[src/rtl/hdmi_framer_pkg.sv]
// Shared types and fixed HDMI period lengths for the data island framer.
package hdmi_framer_pkg;

  // Per-pixel mode handed to the TMDS channel encoders
  typedef enum logic [2:0] {
    MODE_CTRL      = 3'd0,
    MODE_VIDEO     = 3'd1,
    MODE_VIDEO_GB  = 3'd2,
    MODE_ISLAND    = 3'd3,
    MODE_ISLAND_GB = 3'd4
  } mode_e;

  // Island scheduler state; pix_cnt counts pixels within each state
  typedef enum logic [2:0] {
    ST_CTRL,
    ST_DI_PRE,
    ST_DI_LGB,
    ST_DI_DATA,
    ST_DI_TGB
  } state_e;

  localparam int PRE_LEN     = 8;   // data island preamble pixels
  localparam int GB_LEN      = 2;   // island leading/trailing guard band pixels
  localparam int PKT_LEN     = 32;  // pixels per packet
  localparam int VID_PRE_LEN = 8;   // video preamble pixels before active video
  localparam int VID_GB_LEN  = 2;   // video leading guard band pixels

  localparam logic [3:0] VID_PRE_CTL = 4'b0001;
  localparam logic [3:0] DI_PRE_CTL  = 4'b0101;

endpackage

[src/rtl/data_island_framer.sv]
// Schedules HDMI data islands inside horizontal blanking and frames every
// pixel period (mode, CTL preamble bits, TERC4 nibbles, delayed syncs).
// Optional build macro FRAMER_DVI_MODE_EN adds a dvi_mode input that keeps
// the link in plain DVI signalling (no islands, no video preamble/guard band).
module data_island_framer
  import hdmi_framer_pkg::*;
#(
  parameter int MAX_PACKETS = 18,
  parameter int CTRL_GAP    = 12,
  parameter int BLANK_W     = 12
) (
  input  logic               clk_pixel,
  input  logic               reset_n,
  input  logic               hsync,
  input  logic               vsync,
  input  logic               video_active,
  input  logic [BLANK_W-1:0] blank_remaining,
  input  logic               packet_pending,
  input  logic [8:0]         packet_data,
`ifdef FRAMER_DVI_MODE_EN
  input  logic               dvi_mode,
`endif
  output logic               packet_done,
  output logic               data_island_period,
  output logic [2:0]         mode,
  output logic [3:0]         ctl,
  output logic [3:0]         terc4_ch0,
  output logic [3:0]         terc4_ch1,
  output logic [3:0]         terc4_ch2,
  output logic [1:0]         sync_out
);

  localparam int GAP_W = $clog2(CTRL_GAP + 1);
  localparam int PKT_W = $clog2(MAX_PACKETS + 1);
  localparam int REM_W = BLANK_W + 1;

  localparam logic [GAP_W-1:0] GAP_SAT = GAP_W'(CTRL_GAP);
  localparam logic [PKT_W-1:0] PKT_CAP = PKT_W'(MAX_PACKETS - 1);
  localparam logic [4:0] PRE_LAST = 5'(PRE_LEN - 1);
  localparam logic [4:0] GB_LAST  = 5'(GB_LEN - 1);
  localparam logic [4:0] PKT_LAST = 5'(PKT_LEN - 1);

  // Whole island plus the trailing control gap and the video preamble/guard
  // band must fit in what is left of blanking, counting the current pixel.
  localparam logic [REM_W-1:0] START_BUDGET =
    REM_W'(PRE_LEN + GB_LEN + PKT_LEN + GB_LEN + CTRL_GAP + VID_PRE_LEN + VID_GB_LEN);
  // Another packet after pixel 31: (rem - 1) >= budget, written as rem >= budget + 1
  // so a zero remaining count can never wrap.
  localparam logic [REM_W-1:0] NEXT_BUDGET =
    REM_W'(PKT_LEN + GB_LEN + CTRL_GAP + VID_PRE_LEN + VID_GB_LEN + 1);
  localparam logic [REM_W-1:0] VGB_HI  = REM_W'(VID_GB_LEN);
  localparam logic [REM_W-1:0] VPRE_HI = REM_W'(VID_GB_LEN + VID_PRE_LEN);

  state_e             state_q, state_d, cur_state;
  logic [4:0]         pix_cnt_q, pix_cnt_d, cur_pix;
  logic [PKT_W-1:0]   pkt_cnt_q, pkt_cnt_d;
  logic [GAP_W-1:0]   gap_cnt_q, gap_cnt_d;
  mode_e              mode_q, mode_d;
  logic [3:0]         ctl_q, ctl_d;
  logic [3:0]         ch0_q, ch0_d, ch1_q, ch1_d, ch2_q, ch2_d;
  logic [1:0]         sync_q, sync_d;
  logic [REM_W-1:0]   rem_ext;
  logic               abort, start_island, first_px, done_c, dvi_now;

  // dvi_mode only matters while in CTRL, so islands already underway are
  // never affected by a change of it.
`ifdef FRAMER_DVI_MODE_EN
  assign dvi_now = dvi_mode;
`else
  assign dvi_now = 1'b0;
`endif

  // Resolve the state of the current pixel, then its outputs and successor
  always_comb begin
    rem_ext      = {1'b0, blank_remaining};
    abort        = video_active && (state_q != ST_CTRL);
    start_island = (state_q == ST_CTRL) && !video_active && packet_pending && !dvi_now
                   && (gap_cnt_q >= GAP_SAT) && (rem_ext >= START_BUDGET);

    // Video inside an island is a scheduling error: this pixel is already CTRL.
    cur_state = state_q;
    cur_pix   = pix_cnt_q;
    if (video_active) begin
      cur_state = ST_CTRL;
      cur_pix   = '0;
    end else if (start_island) begin
      cur_state = ST_DI_PRE;
      cur_pix   = '0;
    end

    first_px  = (cur_pix == '0) && (pkt_cnt_q == '0);
    state_d   = cur_state;
    pix_cnt_d = cur_pix + 5'd1;
    pkt_cnt_d = pkt_cnt_q;
    gap_cnt_d = gap_cnt_q;
    done_c    = 1'b0;
    mode_d    = MODE_CTRL;
    ctl_d     = '0;
    ch0_d     = '0;
    ch1_d     = '0;
    ch2_d     = '0;
    sync_d    = {vsync, hsync};

    case (cur_state)
      ST_CTRL: begin
        pix_cnt_d = '0;
        pkt_cnt_d = '0;
        // An aborted island restarts the minimum control period from zero.
        if (abort)
          gap_cnt_d = '0;
        else if (gap_cnt_q < GAP_SAT)
          gap_cnt_d = gap_cnt_q + GAP_W'(1);
        if (video_active)
          mode_d = MODE_VIDEO;
        else if (!dvi_now && (rem_ext != '0) && (rem_ext <= VGB_HI))
          mode_d = MODE_VIDEO_GB;
        else if (!dvi_now && (rem_ext > VGB_HI) && (rem_ext <= VPRE_HI))
          ctl_d = VID_PRE_CTL;
      end
      ST_DI_PRE: begin
        ctl_d = DI_PRE_CTL;
        if (cur_pix == PRE_LAST) begin
          state_d   = ST_DI_LGB;
          pix_cnt_d = '0;
        end
      end
      ST_DI_LGB: begin
        mode_d = MODE_ISLAND_GB;
        ch0_d  = {2'b11, vsync, hsync};
        if (cur_pix == GB_LAST) begin
          state_d   = ST_DI_DATA;
          pix_cnt_d = '0;
        end
      end
      ST_DI_DATA: begin
        mode_d = MODE_ISLAND;
        ch0_d  = {~first_px, packet_data[0], vsync, hsync};
        ch1_d  = packet_data[4:1];
        ch2_d  = packet_data[8:5];
        if (cur_pix == PKT_LAST) begin
          done_c    = 1'b1;
          pix_cnt_d = '0;
          if (packet_pending && (pkt_cnt_q < PKT_CAP) && (rem_ext >= NEXT_BUDGET))
            pkt_cnt_d = pkt_cnt_q + PKT_W'(1);
          else
            state_d = ST_DI_TGB;
        end
      end
      ST_DI_TGB: begin
        mode_d = MODE_ISLAND_GB;
        ch0_d  = {2'b11, vsync, hsync};
        if (cur_pix == GB_LAST) begin
          state_d   = ST_CTRL;
          pix_cnt_d = '0;
          gap_cnt_d = '0;
        end
      end
      default: begin
        state_d   = ST_CTRL;
        pix_cnt_d = '0;
      end
    endcase
  end

  // Scheduler state and the one-pixel-delayed output register stage
  always_ff @(posedge clk_pixel or negedge reset_n) begin
    if (!reset_n) begin
      state_q   <= ST_CTRL;
      pix_cnt_q <= '0;
      pkt_cnt_q <= '0;
      gap_cnt_q <= '0;
      mode_q    <= MODE_CTRL;
      ctl_q     <= '0;
      ch0_q     <= '0;
      ch1_q     <= '0;
      ch2_q     <= '0;
      sync_q    <= '0;
    end else begin
      state_q   <= state_d;
      pix_cnt_q <= pix_cnt_d;
      pkt_cnt_q <= pkt_cnt_d;
      gap_cnt_q <= gap_cnt_d;
      mode_q    <= mode_d;
      ctl_q     <= ctl_d;
      ch0_q     <= ch0_d;
      ch1_q     <= ch1_d;
      ch2_q     <= ch2_d;
      sync_q    <= sync_d;
    end
  end

  assign data_island_period = (cur_state == ST_DI_DATA);
  assign packet_done        = done_c;
  assign mode               = mode_q;
  assign ctl                = ctl_q;
  assign terc4_ch0          = ch0_q;
  assign terc4_ch1          = ch1_q;
  assign terc4_ch2          = ch2_q;
  assign sync_out           = sync_q;

endmodule
[config.mk]
export PLATFORM = sky130hd
export DESIGN_NAME = data_island_framer
export DESIGN_NICKNAME = d
export VERILOG_FILES = /design/src/rtl/hdmi_framer_pkg.sv /design/src/rtl/data_island_framer.sv
export SDC_FILE = /design/constraint.sdc
export NUM_CORES = 1
export LEC_CHECK = 0
export ABC_AREA = 1
export CAP_MARGIN = 20
export CORE_MARGIN = 2
export CORE_UTILIZATION = 45
export CTS_BUF_LIST = sky130_fd_sc_hd__clkbuf_8
export DETAILED_ROUTE_END_ITERATION = 12
export PLACE_DENSITY = 0.84
export SLEW_MARGIN = 25
export SYNTH_ARGS = -nofsm -noshare
export SYNTH_HDL_FRONTEND = slang
export SYNTH_SLANG_ARGS = --single-unit
export TNS_END_PERCENT = 10
[constraint.sdc]
create_clock -name clk_pixel -period 2.16 [get_ports clk_pixel]
set_input_delay 0.216 -clock clk_pixel [delete_from_list [all_inputs] [get_ports clk_pixel]]
set_output_delay 0.216 -clock clk_pixel [all_outputs]
set_load 0.01 [all_outputs]
After elaboration in Yosys (flattened, before gate mapping)
Index checks and enable logic that the tools add are counted. W data, S select, Z words.

Register bits: 38. Input port bits: 27. Word-level logic and storage cells: 88.

$add $sub $neg: 3. Order comparisons: 8. Eq/ne operators: 11. Muxes and demuxes: 33. Bitwise logic cells: 1. Reductions and logical operators: 22.

Operators by type and width (number): $mux W5 (7); $mux W3 (7); $mux W4 (5); $pmux W4 S2 (2); $pmux W3 S5 (1); $pmux W5 S3 (1); $ge A12 B6 Y1 const B (1); $ge A12 B7 Y1 const B (1); $gt A12 B2 Y1 const B (1); $le A12 B2 Y1 const B (1); $le A12 B4 Y1 const B (1); $reduce_bool A12 Y1 (1); $add A5 B1 Y5 const B (2); $logic_and A1 B1 Y1 (10); $logic_not A5 Y1 (2); $pmux W5 S2 (1); $pmux W3 S3 (1); $eq A3 B2 Y1 const B (2); $logic_not A3 Y1 (2); $pmux W3 S2 (1); $reduce_and A3 Y1 (2); $eq A5 B1 Y1 const B (1); $eq A5 B3 Y1 const B (1); $eq A5 B5 Y1 const B (1); other kinds (16) (23).

Longest topological paths before layout
Gate-level depths: netlist of run 1.

Depth after elaboration: 11. Depth in mapped cells: 16. Gate-level depth less buffers: 16.

Worst setup path before layout of run 1
No wires, ideal clock.

Path kind: register to register. Start point: register state_q[0]. End point: register pkt_cnt_q[0]. Library setup time: 0.121 ns. Arrival: 1.931 ns. Required time: 2.039 ns. Path slack: 0.107 ns. Stages on the path, launching flop included: 17. Cell sequence: dfrtp_1 > inv_2 > nand2_1 > nor2_2 > nand2_1 > nor2_2 > nand2_4 > nand2_1 > nor2_1 > ha_1 > nand4_1 > nor2_1 > ha_1 > nand2_2 > clkinv_1 > nand2_1 > o21ai_1.

Cells in the longest elaborated chain, start to end: 10. Elaborated cells between the ends (all ways): 17. Classes of those cells: 4 x eq/ne; 5 x mux; 8 x reduce/logical.

Ends and longest elaborated chain: start, declared (RTL line data_island_framer.sv:54) `state_e state_q, state_d, cur_state;`; start signal, assigned (RTL line data_island_framer.sv:179) `state_q <= state_d;`; $logic_not A3 Y1 (RTL line data_island_framer.sv:77) `start_island = (state_q == ST_CTRL) && !video_active && packet_pending && !dvi_now`; $logic_and A1 B1 Y1 (2 in series) (RTL line data_island_framer.sv:77); $logic_and A1 B1 Y1 (2 in series) (RTL line data_island_framer.sv:78) `&& (gap_cnt_q >= GAP_SAT) && (rem_ext >= START_BUDGET);`; $mux W5 or $mux W3 (tied branches) (RTL line data_island_framer.sv:86) `end else if (start_island) begin`; $mux W5 or $mux W3 (tied branches) (RTL line data_island_framer.sv:83) `if (video_active) begin`; $eq A5 B5 Y1 (tied with other cells) (RTL line data_island_framer.sv:140) `if (cur_pix == PKT_LAST) begin`; $ne A2 B1 Y1 (no source line) or $reduce_bool A2 Y1 (tied branches); $reduce_and A3 Y1 (no source line); end signal, assigned (RTL line data_island_framer.sv:181) `pkt_cnt_q <= pkt_cnt_d;`; end, declared (RTL line data_island_framer.sv:56) `logic [PKT_W-1:0] pkt_cnt_q, pkt_cnt_d;`.

Parallel ways exist; a longest one is shown, timed or not. A chain may end at the register's enable or synchronous reset.

Worst setup path in the final report of run 1
Start point: register gap_cnt_q[2]. End point: output packet_done.

Cells in the longest elaborated chain, start to end: 8. Elaborated cells between the ends (all ways): 11. Classes of those cells: 1 x order compare; 2 x eq/ne; 6 x mux; 2 x reduce/logical.

Ends and longest elaborated chain: start, declared (RTL line data_island_framer.sv:57) `logic [GAP_W-1:0] gap_cnt_q, gap_cnt_d;`; start signal, assigned (RTL line data_island_framer.sv:182) `gap_cnt_q <= gap_cnt_d;`; $ge A4 B4 Y1 (*) (RTL line data_island_framer.sv:78); $logic_and A1 B1 Y1 (*) (2 in series) (RTL line data_island_framer.sv:78); $mux W5 (RTL line data_island_framer.sv:86); $mux W5 (RTL line data_island_framer.sv:83); $eq A5 B5 Y1 (RTL line data_island_framer.sv:140); $mux W1 (RTL line data_island_framer.sv:140); $mux W1 (*) (RTL line data_island_framer.sv:104) `case (cur_state)`; end, declared (RTL line data_island_framer.sv:23) `output logic packet_done,`.

Mark *: on every way between the ends. The rest lies on a longest branch, timed or not.

==> metrics.cfg, run 1 <==
[global_routing]
grt_start_max_net_pins = 37
grt_pass1_wl_mm = 11.5
grt_pass1_vias = 2399
grt_overflow = 0
grt_usage_pct = 28.5
antenna_found_initial = 0

[pwr]
leakage_nw = 1.75
vdd_drop_max_v = 0.000330
p_int_mw = 1.33
pwr-share-comb_pct = 28.9
p_seq_share_pct = 39.7
p_switching_mw = 0.583
clkPwrFrac_pct = 31.4
switching_share_pct = 30.5
powerDensity_nw_per_um2 = 560

[yosys]
ys_ff_latch = 36
synth_edf_count = 0
ys_seq_area_share_pct = 42.3
ys_warn_count = 0
synth.avg_cell_area_sq_um = 8.04
synth_cell_types = 33
synth-async-reset-ratio_pct = 100
synth_ff_type = dfrtp_1
syn_inst = 265
syn_area_sq_um = 2130

[routing]
num_vias = 2417
firstDrtPassIters = 7
drt-initial-drc-count = 293
drc = 0
detail-route-antenna-nets = 0
viasPerCell = 5.54
routedWlPerCell_um = 17.0
routed_wirelength_mm = 7.42

[sta]
setup_viol = 4
tns_ns = -0.225
worst_pin_slew_ns = 0.736
max_slew_margin_pct = 50.4
fmaxAchievable_mhz = 437
slew_viol_final = 0
layout_setup_ws_ns = -0.129
post-route-period-util_pct = 106
clock_skew_ns = 0.00239
fin_crit_ns = 2.29
hold_violations = 0
grt_setup_unrepaired = yes

[setup_path]
cp_data_arrival_time_ns = 2.07
r2r_slack_ns = -0.06
crit_chain = nand2_1 > nor2_2 > nand3_1 > nor2_2 > nor2_2 > nand2_2 > inv_2 > ha_4 > nand4_1 > nor2_2 > ha_2 > inv_2 > nor2_2 > buf_2
r2r.worst_path.cells = 17
cp.required_ns = 1.94
cp-endpoint = packet_done
crit_start = gap_cnt_q[2]
r2r_end = terc4_ch0[3]
r2r-start = state_q[1]
crit_path_top_delay_cell = dfrtp_1
cp_common_cell = nor2_2
startpoint_type = flip-flop
endpoint_kind = primary output
cp.depth = 14
max_stage_delay_ns = 0.39
critPathKind = reg -> out
worstPathMaxFanout = 2
cp_num_buf_inv = 3
path_delay_family = simple AND/OR/NAND/NOR gates

[placement]
gp_congestion = 0.912
numPortBuffers = 47
hpwlAfterDp_mm = 4.11
placed_area_sq_um = 2870

[floorplanning]
initial_core_util_pct = 46.0
rows = 25
dieWidth_um = 72.8
fp.coreArea_sq_um = 4630
dieArea_sq_um = 5300
num_io_pins = 50
die_y_um = 72.8

[clocking]
cts_buffers = 5
clock_latency_ns = 0.29
clockBufferDepth = 2
cts_htree_levels = 2
cts.sink_count = 36
cts_tree = built
cts_root_buffer = clkbuf_8
path_clk_slew_ns = 0.08

[flow_run]
drv_cap = 0

[cells_and_area]
drive_above_1_share_pct = 38.2
design_area_sq_um = 3410
antenna_cells = 0
final_nets = 416
area_delta_synth_final_pct = 60.1
n_fill_cell = 269

[status]
violations = setup timing
status = finished, violations left

[worst_hold_path]
hold_class = in -> async

-- layout by cell type, fill, tap and decap left out, types with 10 or more instances in the layout --
cell / instances
nor2_2: 14
clkdlybuf4s50_1: 32
dfrtp_1: 36
nor2_1: 23
inv_1: 34
dlygate4sd2_1: 12
buf_4: 64
nand3_1: 28
nand2_1: 38
inv_2: 10
-- layout make-up --
class / instances / area (sq um) / share of cell area [%]
inverters: 46 / 175 / 5.14
multi-input cells: 180 / 1220 / 35.9
repair buffers: 112 / 932 / 27.3
clock buffers: 5 / 68.8 / 2.02
well taps: 54 / 67.6 / 1.98
clock inverters: 3 / 42.5 / 1.25
flip-flops and latches: 36 / 901 / 26.4
-- routing by layer --
layer  vias to the layer above  global-route usage, %  routed length (um)
met3                        49                   6.08                 499
met2                       176                   51.2                3770
li1                       1069                      -                   -
met5                         -                      0                   0
met4                         0                   14.0                 350
met1                      1123                   31.5                2800
-- worst min path at each step --
| stage | start | endpoint | slack [ns] |
|---|---|---|---|
| final | reset_n | pkt_cnt_q[2] | 0.35 |
| after global routing | reset_n | pkt_cnt_q[0] | 0.41 |
| after CTS | reset_n | pkt_cnt_q[0] | 0.36 |
| after detailed placement | pkt_cnt_q[4] | pkt_cnt_q[4] | 0.49 |
| after global placement | pkt_cnt_q[4] | pkt_cnt_q[4] | 0.48 |
| after floorplan | reset_n | ctl[0] | -0.08 |
-- kinds of logic (layout without fill, tap and decap cells) --
kind of cell | Yosys count | count (layout) | share of synthesized area (%)
other cells | 1 | 2 | 0.176
xor+xnor | 4 | 4 | 1.64
buf+inv | 50 | 166 | 9.39
compound gates | 17 | 17 | 4.93
fa+ha+maj | 8 | 8 | 4.70
flops | 36 | 36 | 42.3
simple gates | 149 | 149 | 36.9
-- through the flow --
stage / worst slack (ns) / std cells / hold WS [ns] / power, mW / utilization, %
global route: -0.229 / 436 / 0.405 / 2.00 / 73.7
finish: -0.129 / 436 / 0.351 / 1.91 / 73.7
detailed placement: -0.847 / 393 / 0.490 / 1.25 / 62.0
CTS: -0.158 / 436 / 0.362 / 1.87 / 71.4
global placement: -0.725 / 393 / 0.482 / 1.22 / 62.0
floorplan: 0.107 / 266 / -0.0796 / 1.06 / -
-- power groups by stage --
| stage | registers (mW) | clock network [mW] | logic (mW) |
|---|---|---|---|
| floorplan | 0.779 | 0 | 0.280 |
| global placement | 0.767 | 0 | 0.458 |
| detailed placement | 0.769 | 0 | 0.478 |
| CTS | 0.756 | 0.597 | 0.521 |
| global route | 0.766 | 0.628 | 0.608 |
| finish | 0.758 | 0.599 | 0.551 |
-- state kept, by name, indices dropped and copies added (netlist names) --
signal,flops
state_q,3
terc4_ch2,4
mode,3
pkt_cnt_q,5
sync_out,2
gap_cnt_q,4
pix_cnt_q,5
terc4_ch0,4
terc4_ch1,4
ctl,2
-- timing repair --
item | 4_1_cts | 5_1_grt
setup endpoints to repair | 15 | 22
pin swaps | 24 | 23
hold buffers | 0 | 0
setup buffers | 35 | 3
cloned | 0 | 0
resized for setup | 41 | 38
-- synthesized netlist by cell type (2+ instances only) --
cell type | n | area share, %
o21ai_0 | 5 | 1.2
dfrtp_1 | 36 | 42
buf_4 | 3 | 1.1
xor2_1 | 3 | 1.2
nand3_2 | 2 | 0.94
o21a_1 | 2 | 0.70
nor2_4 | 2 | 1.1
inv_1 | 39 | 6.9
nor2_2 | 5 | 1.5
nand4_1 | 8 | 2.3
o21ai_1 | 3 | 0.70
inv_2 | 6 | 1.1
nand2_4 | 5 | 2.6
nand2_2 | 3 | 0.88
nand2_8 | 2 | 1.9
ha_1 | 8 | 4.7
a21oi_1 | 3 | 0.70
nand2_1 | 46 | 8.1
nand3_1 | 36 | 8.5
nor2_1 | 35 | 6.2
Note: power is estimated with default switching activity, not from simulation.
==> inputs of run 2 (changes only) <==
--- a/config.mk
+++ b/config.mk
@@ -8,10 +8,10 @@
 export ABC_AREA = 1
 export CAP_MARGIN = 20
 export CORE_MARGIN = 2
-export CORE_UTILIZATION = 45
+export CORE_UTILIZATION = 47
 export CTS_BUF_LIST = sky130_fd_sc_hd__clkbuf_8
 export DETAILED_ROUTE_END_ITERATION = 12
-export PLACE_DENSITY = 0.84
+export PLACE_DENSITY = 0.87
 export SLEW_MARGIN = 25
 export SYNTH_ARGS = -nofsm -noshare
 export SYNTH_HDL_FRONTEND = slang
==> run 2 against run 1 <==
Against the previous run:
- utilization is 2.2 points higher
- worst hold slack got worse by 0.010 ns
- wire length grew 8.7%
- clock skew grew 0.00088 ns
- global-route usage grew 1.2 points
- critical path depth is 1 higher
- the flow still finishes with violations (setup timing)
- largest cell class unchanged
==> metrics.cfg, run 2 (synthesized netlist as in run 1, its figures left out) <==
[status]
status = finished, violations left
violations = setup timing

[cells_and_area]
final_nets = 404
antenna_cells = 0
drive_above_1_share_pct = 33.5
layout_commonest_cell = buf_4
final_cell_mix = buf_4 (52), nand2_1 (36), dfrtp_1 (36)
area_delta_synth_final_pct = 55.1
final_util_pct = 75.9
final_cell_count_no_fill = 422
largestRegisters = pix_cnt_q (5), pkt_cnt_q (5)
design_area_sq_um = 3300

[pwr]
power_mw = 1.94
p_seq_share_pct = 39.5
vdd_drop_max_v = 0.000380
leakage_nw = 1.68
powerDensity_nw_per_um2 = 586
p_int_mw = 1.32
switching_share_pct = 31.6
clkPwrFrac_pct = 31.1
pwr-share-comb_pct = 29.4
p_switching_mw = 0.612

[routing]
drc = 0
drt-initial-drc-count = 299
firstDrtPassIters = 7
routedWlPerCell_um = 19.1
detail-route-antenna-nets = 0
viasPerCell = 5.91
routed_wirelength_mm = 8.07
num_vias = 2492

[setup_path]
worstPathMaxFanout = 2
r2r-start = state_q[1]
startpoint_type = input port
endpoint_kind = primary output
crit_start = blank_remaining[5]
cp.required_ns = 1.94
cp-endpoint = packet_done
cp_data_arrival_time_ns = 2.16
r2r_end = terc4_ch0[3]
r2r.worst_path.cells = 18
r2r_slack_ns = -0.17
critPathKind = in -> out

[floorplanning]
initial_core_util_pct = 48.9
dieArea_sq_um = 5090
dieWidth_um = 71.3
fp.coreArea_sq_um = 4350
rows = 24
die_y_um = 71.3
num_io_pins = 50

[clocking]
cts_htree_levels = 2
clock_latency_ns = 0.30
cts.sink_count = 36
cts_root_buffer = clkbuf_8
cts_buffers = 5
cts_tree = built
clockBufferDepth = 2
path_clk_slew_ns = 0.07
hold_buffers = 0

[sta]
setup_viol = 13
tns_ns = -1.07
post-route-period-util_pct = 110
layout_setup_ws_ns = -0.214
slew_viol_final = 0
fin_crit_ns = 2.37
hold_violations = 0
fmaxAchievable_mhz = 421
timing.hold.ws_ns = 0.341
clock_skew_ns = 0.00327
grt_setup_unrepaired = yes

[placement]
dp.cells = 389
numPortBuffers = 47
placed_area_sq_um = 2850
hpwlAfterDp_mm = 4.09
gp_congestion = 0.925
dp_slack_ns = -0.850

[global_routing]
grt_start_max_net_pins = 37
grt_pass1_vias = 2479
grt_pass1_wl_mm = 11.7
grt_usage_pct = 29.7
grt_overflow = 0
antenna_found_initial = 0

[worst_hold_path]
hold_class = in -> async

[flow_run]
drv_cap = 0

==> run 2: worst min path at each step <==
stage	end	slack, ns	cells after the start	startpoint
after floorplan	ctl[0]	-0.08	0	reset_n
after global placement	pkt_cnt_q[4]	0.48	2	pkt_cnt_q[4]
after detailed placement	pkt_cnt_q[4]	0.52	2	pkt_cnt_q[4]
after CTS	state_q[0]	0.35	2	reset_n
after global routing	pkt_cnt_q[3]	0.37	2	reset_n
final	pkt_cnt_q[3]	0.34	2	reset_n
==> run 2: layout make-up <==
| class | count | area, sq um |
|---|---|---|
| Multi-Input combinational cell | 180 | 1200 |
| Tap cell | 52 | 65.1 |
| Timing Repair Buffer | 100 | 855 |
| Clock inverter | 3 | 38.8 |
| Clock buffer | 5 | 68.8 |
| Fill cell | 261 | 1050 |
| Sequential cell | 36 | 901 |
| Inverter | 46 | 175 |
==> run 2: power groups by stage <==
stage	registers, mW	logic [mW]	clock network (mW)
2_1_floorplan	0.779	0.280	0
3_3_place_gp	0.768	0.454	0
3_5_place_dp	0.771	0.475	0
4_1_cts	0.758	0.515	0.599
5_1_grt	0.768	0.610	0.624
6_report	0.765	0.569	0.602
==> run 2: repair_timing <==
action,4_1_cts,5_1_grt
endpoints found under the setup margin,16,17
gates resized for setup,53,18
pin swaps,20,14
buffers inserted,22,3
==> run 2: worst max-delay path, cell delays in order <==
cell and delay [ns]:
clkdlybuf4s15_1 0.24, nor2_2 0.19, nand3_2 0.15, nor2_4 0.14, nor2_2 0.05, nor2_2 0.14, nand2_2 0.09, inv_2 0.09
ha_4 0.13, nand4_1 0.12, nor2_2 0.14, ha_2 0.18, inv_2 0.04, nor2_1 0.10, buf_2 0.14
==> run 2: per-layer routing <==
layer | share of wire, % | vias up | wire [um] | global-route usage (%)
met1 | 35 | 1160 | 2840 | 32.6
met5 | 0 | - | 0 | 0
met3 | 11 | 66 | 899 | 7.59
met4 | 6.2 | 0 | 499 | 18.9
met2 | 47 | 225 | 3830 | 50.8
li1 | - | 1041 | - | -
==> inputs of run 3 (changes only) <==
--- a/config.mk
+++ b/config.mk
@@ -11,9 +11,9 @@
 export CORE_UTILIZATION = 47
 export CTS_BUF_LIST = sky130_fd_sc_hd__clkbuf_8
 export DETAILED_ROUTE_END_ITERATION = 12
-export PLACE_DENSITY = 0.87
+export PLACE_DENSITY = 0.91
 export SLEW_MARGIN = 25
 export SYNTH_ARGS = -nofsm -noshare
 export SYNTH_HDL_FRONTEND = slang
 export SYNTH_SLANG_ARGS = --single-unit
-export TNS_END_PERCENT = 10
+export TNS_END_PERCENT = 30
==> run 3 against run 2 <==
Against the previous run:
- clock-buffer cell count did not move
- largest cell class unchanged
- non-clock buffer count fell by 4
- the run still ends with setup timing left
- global-route usage fell by 1.5 points
==> metrics.cfg, run 3 (synthesized netlist as in run 1, its figures left out) <==
[status]
status = finished, violations left
violations = setup timing

[sta]
hold_violations = 0
setup_viol = 11
post-route-period-util_pct = 116
fin_crit_ns = 2.51
slew_viol_final = 0
grt_setup_unrepaired = yes
layout_setup_ws_ns = -0.346
clock_skew_ns = 0.00730
fmaxAchievable_mhz = 399
timing.hold.ws_ns = 0.346

[pwr]
powerDensity_nw_per_um2 = 586
clkPwrFrac_pct = 30.9
p_switching_mw = 0.580
pwr-share-comb_pct = 28.5
leakage_nw = 1.68
p_int_mw = 1.31
p_seq_share_pct = 40.6
vdd_drop_max_v = 0.000553
switching_share_pct = 30.7

[clocking]
cts_tree = built
path_clk_slew_ns = 0.08
clock_latency_ns = 0.30
cts_root_buffer = clkbuf_8
cts_htree_levels = 2
hold_buffers = 0
cts_buffers = 5
cts.sink_count = 36
clockBufferDepth = 2

[global_routing]
grt_start_max_net_pins = 37
grt_pass1_wl_mm = 11.1
grt_pass1_vias = 2324
antenna_found_initial = 0
grt_overflow = 0
grt_usage_pct = 28.2

[setup_path]
startpoint_type = input port
cp.required_ns = 1.94
critPathKind = in -> out
worstPathMaxFanout = 2
r2r_end = state_q[1]
r2r-start = gap_cnt_q[2]
cp_data_arrival_time_ns = 2.29
endpoint_kind = primary output
r2r.worst_path.cells = 15
cp-endpoint = packet_done
crit_start = blank_remaining[1]
r2r_slack_ns = -0.09

[cells_and_area]
largestRegisters = pix_cnt_q (5), pkt_cnt_q (5)
final_cell_count_no_fill = 418
drive_above_1_share_pct = 32.2
final_util_pct = 74.2
final_nets = 400
layout_commonest_cell = buf_4
area_delta_synth_final_pct = 51.6
final_cell_mix = buf_4 (48), nand2_1 (39), inv_1 (36), dfrtp_1 (36), clkdlybuf4s50_1 (32)
antenna_cells = 0

[placement]
dp.cells = 387
dp_slack_ns = -0.838
numPortBuffers = 47
gp_congestion = 0.914
hpwlAfterDp_mm = 4.03

[routing]
num_vias = 2397
routedWlPerCell_um = 18.3
drt-initial-drc-count = 249
viasPerCell = 5.73
detail-route-antenna-nets = 0
drc = 0
firstDrtPassIters = 5
routed_wirelength_mm = 7.66

[floorplanning]
fp.coreArea_sq_um = 4350
dieWidth_um = 71.3
num_io_pins = 50
initial_core_util_pct = 48.9
die_y_um = 71.3
dieArea_sq_um = 5090
rows = 24

[flow_run]
drv_cap = 0

[worst_hold_path]
hold_class = in -> async

==> run 3: layer usage <==
layer	routed length [um]	track usage (%)	vias to the layer above	part of all wire, %
met5	0	0	-	0
met4	482	15.5	0	6.3
met3	759	8.02	58	9.9
met2	3720	50.1	188	49
met1	2700	29.9	1114	35
li1	-	-	1037	-
==> run 3: power groups by stage <==
stage | Sequential (mW) | Combinational (mW) | Clock, mW
6_report | 0.768 | 0.539 | 0.585
5_1_grt | 0.773 | 0.592 | 0.618
4_1_cts | 0.760 | 0.498 | 0.585
3_5_place_dp | 0.772 | 0.472 | 0
3_3_place_gp | 0.769 | 0.454 | 0
2_1_floorplan | 0.779 | 0.280 | 0
==> run 3: repair_timing <==
item / 4_1_cts / 5_1_grt
gates resized for setup: 38 / 20
setup endpoints to repair: 15 / 22
setup buffers: 18 / 5
pin swaps: 24 / 17
==> run 3: per-stage QoR <==
step	TNS, ns	cell area (sq um)	power [mW]
final	-0.671	3230	1.89
after global routing	-2.35	3230	1.98
after CTS	-0.120	3120	1.84
after detailed placement	-8.11	2840	1.24
after global placement	-5.66	2840	1.22
after floorplan	0	2130	1.06
==> run 3: final cells by class <==
type | instances | area (sq um)
Inverter | 46 | 173
Fill cell | 252 | 1120
Clock inverter | 3 | 38.8
Timing Repair Buffer | 96 | 823
Clock buffer | 5 | 68.8
Tap cell | 52 | 65.1
Multi-Input combinational cell | 180 | 1160
Sequential cell | 36 | 901
==> run 3: worst max-delay path, cell delays in order <==
cell and delay [ns]:
dlygate4sd2_1 0.26, nor2_2 0.15, nand3_1 0.13, nor2_2 0.14, nor2_2 0.05, nor2_2 0.13, nand2_2 0.09, inv_2 0.09
ha_4 0.13, nand4_1 0.13, nor2_2 0.16, ha_2 0.19, inv_2 0.04, nor2_1 0.20, buf_2 0.18
==> run 3: worst min path at each step <==
stage / end
after global placement: pkt_cnt_q[4]
final: ctl[0]
after CTS: ctl[0]
after global routing: ctl[0]
after detailed placement: pkt_cnt_q[4]
after floorplan: ctl[0]
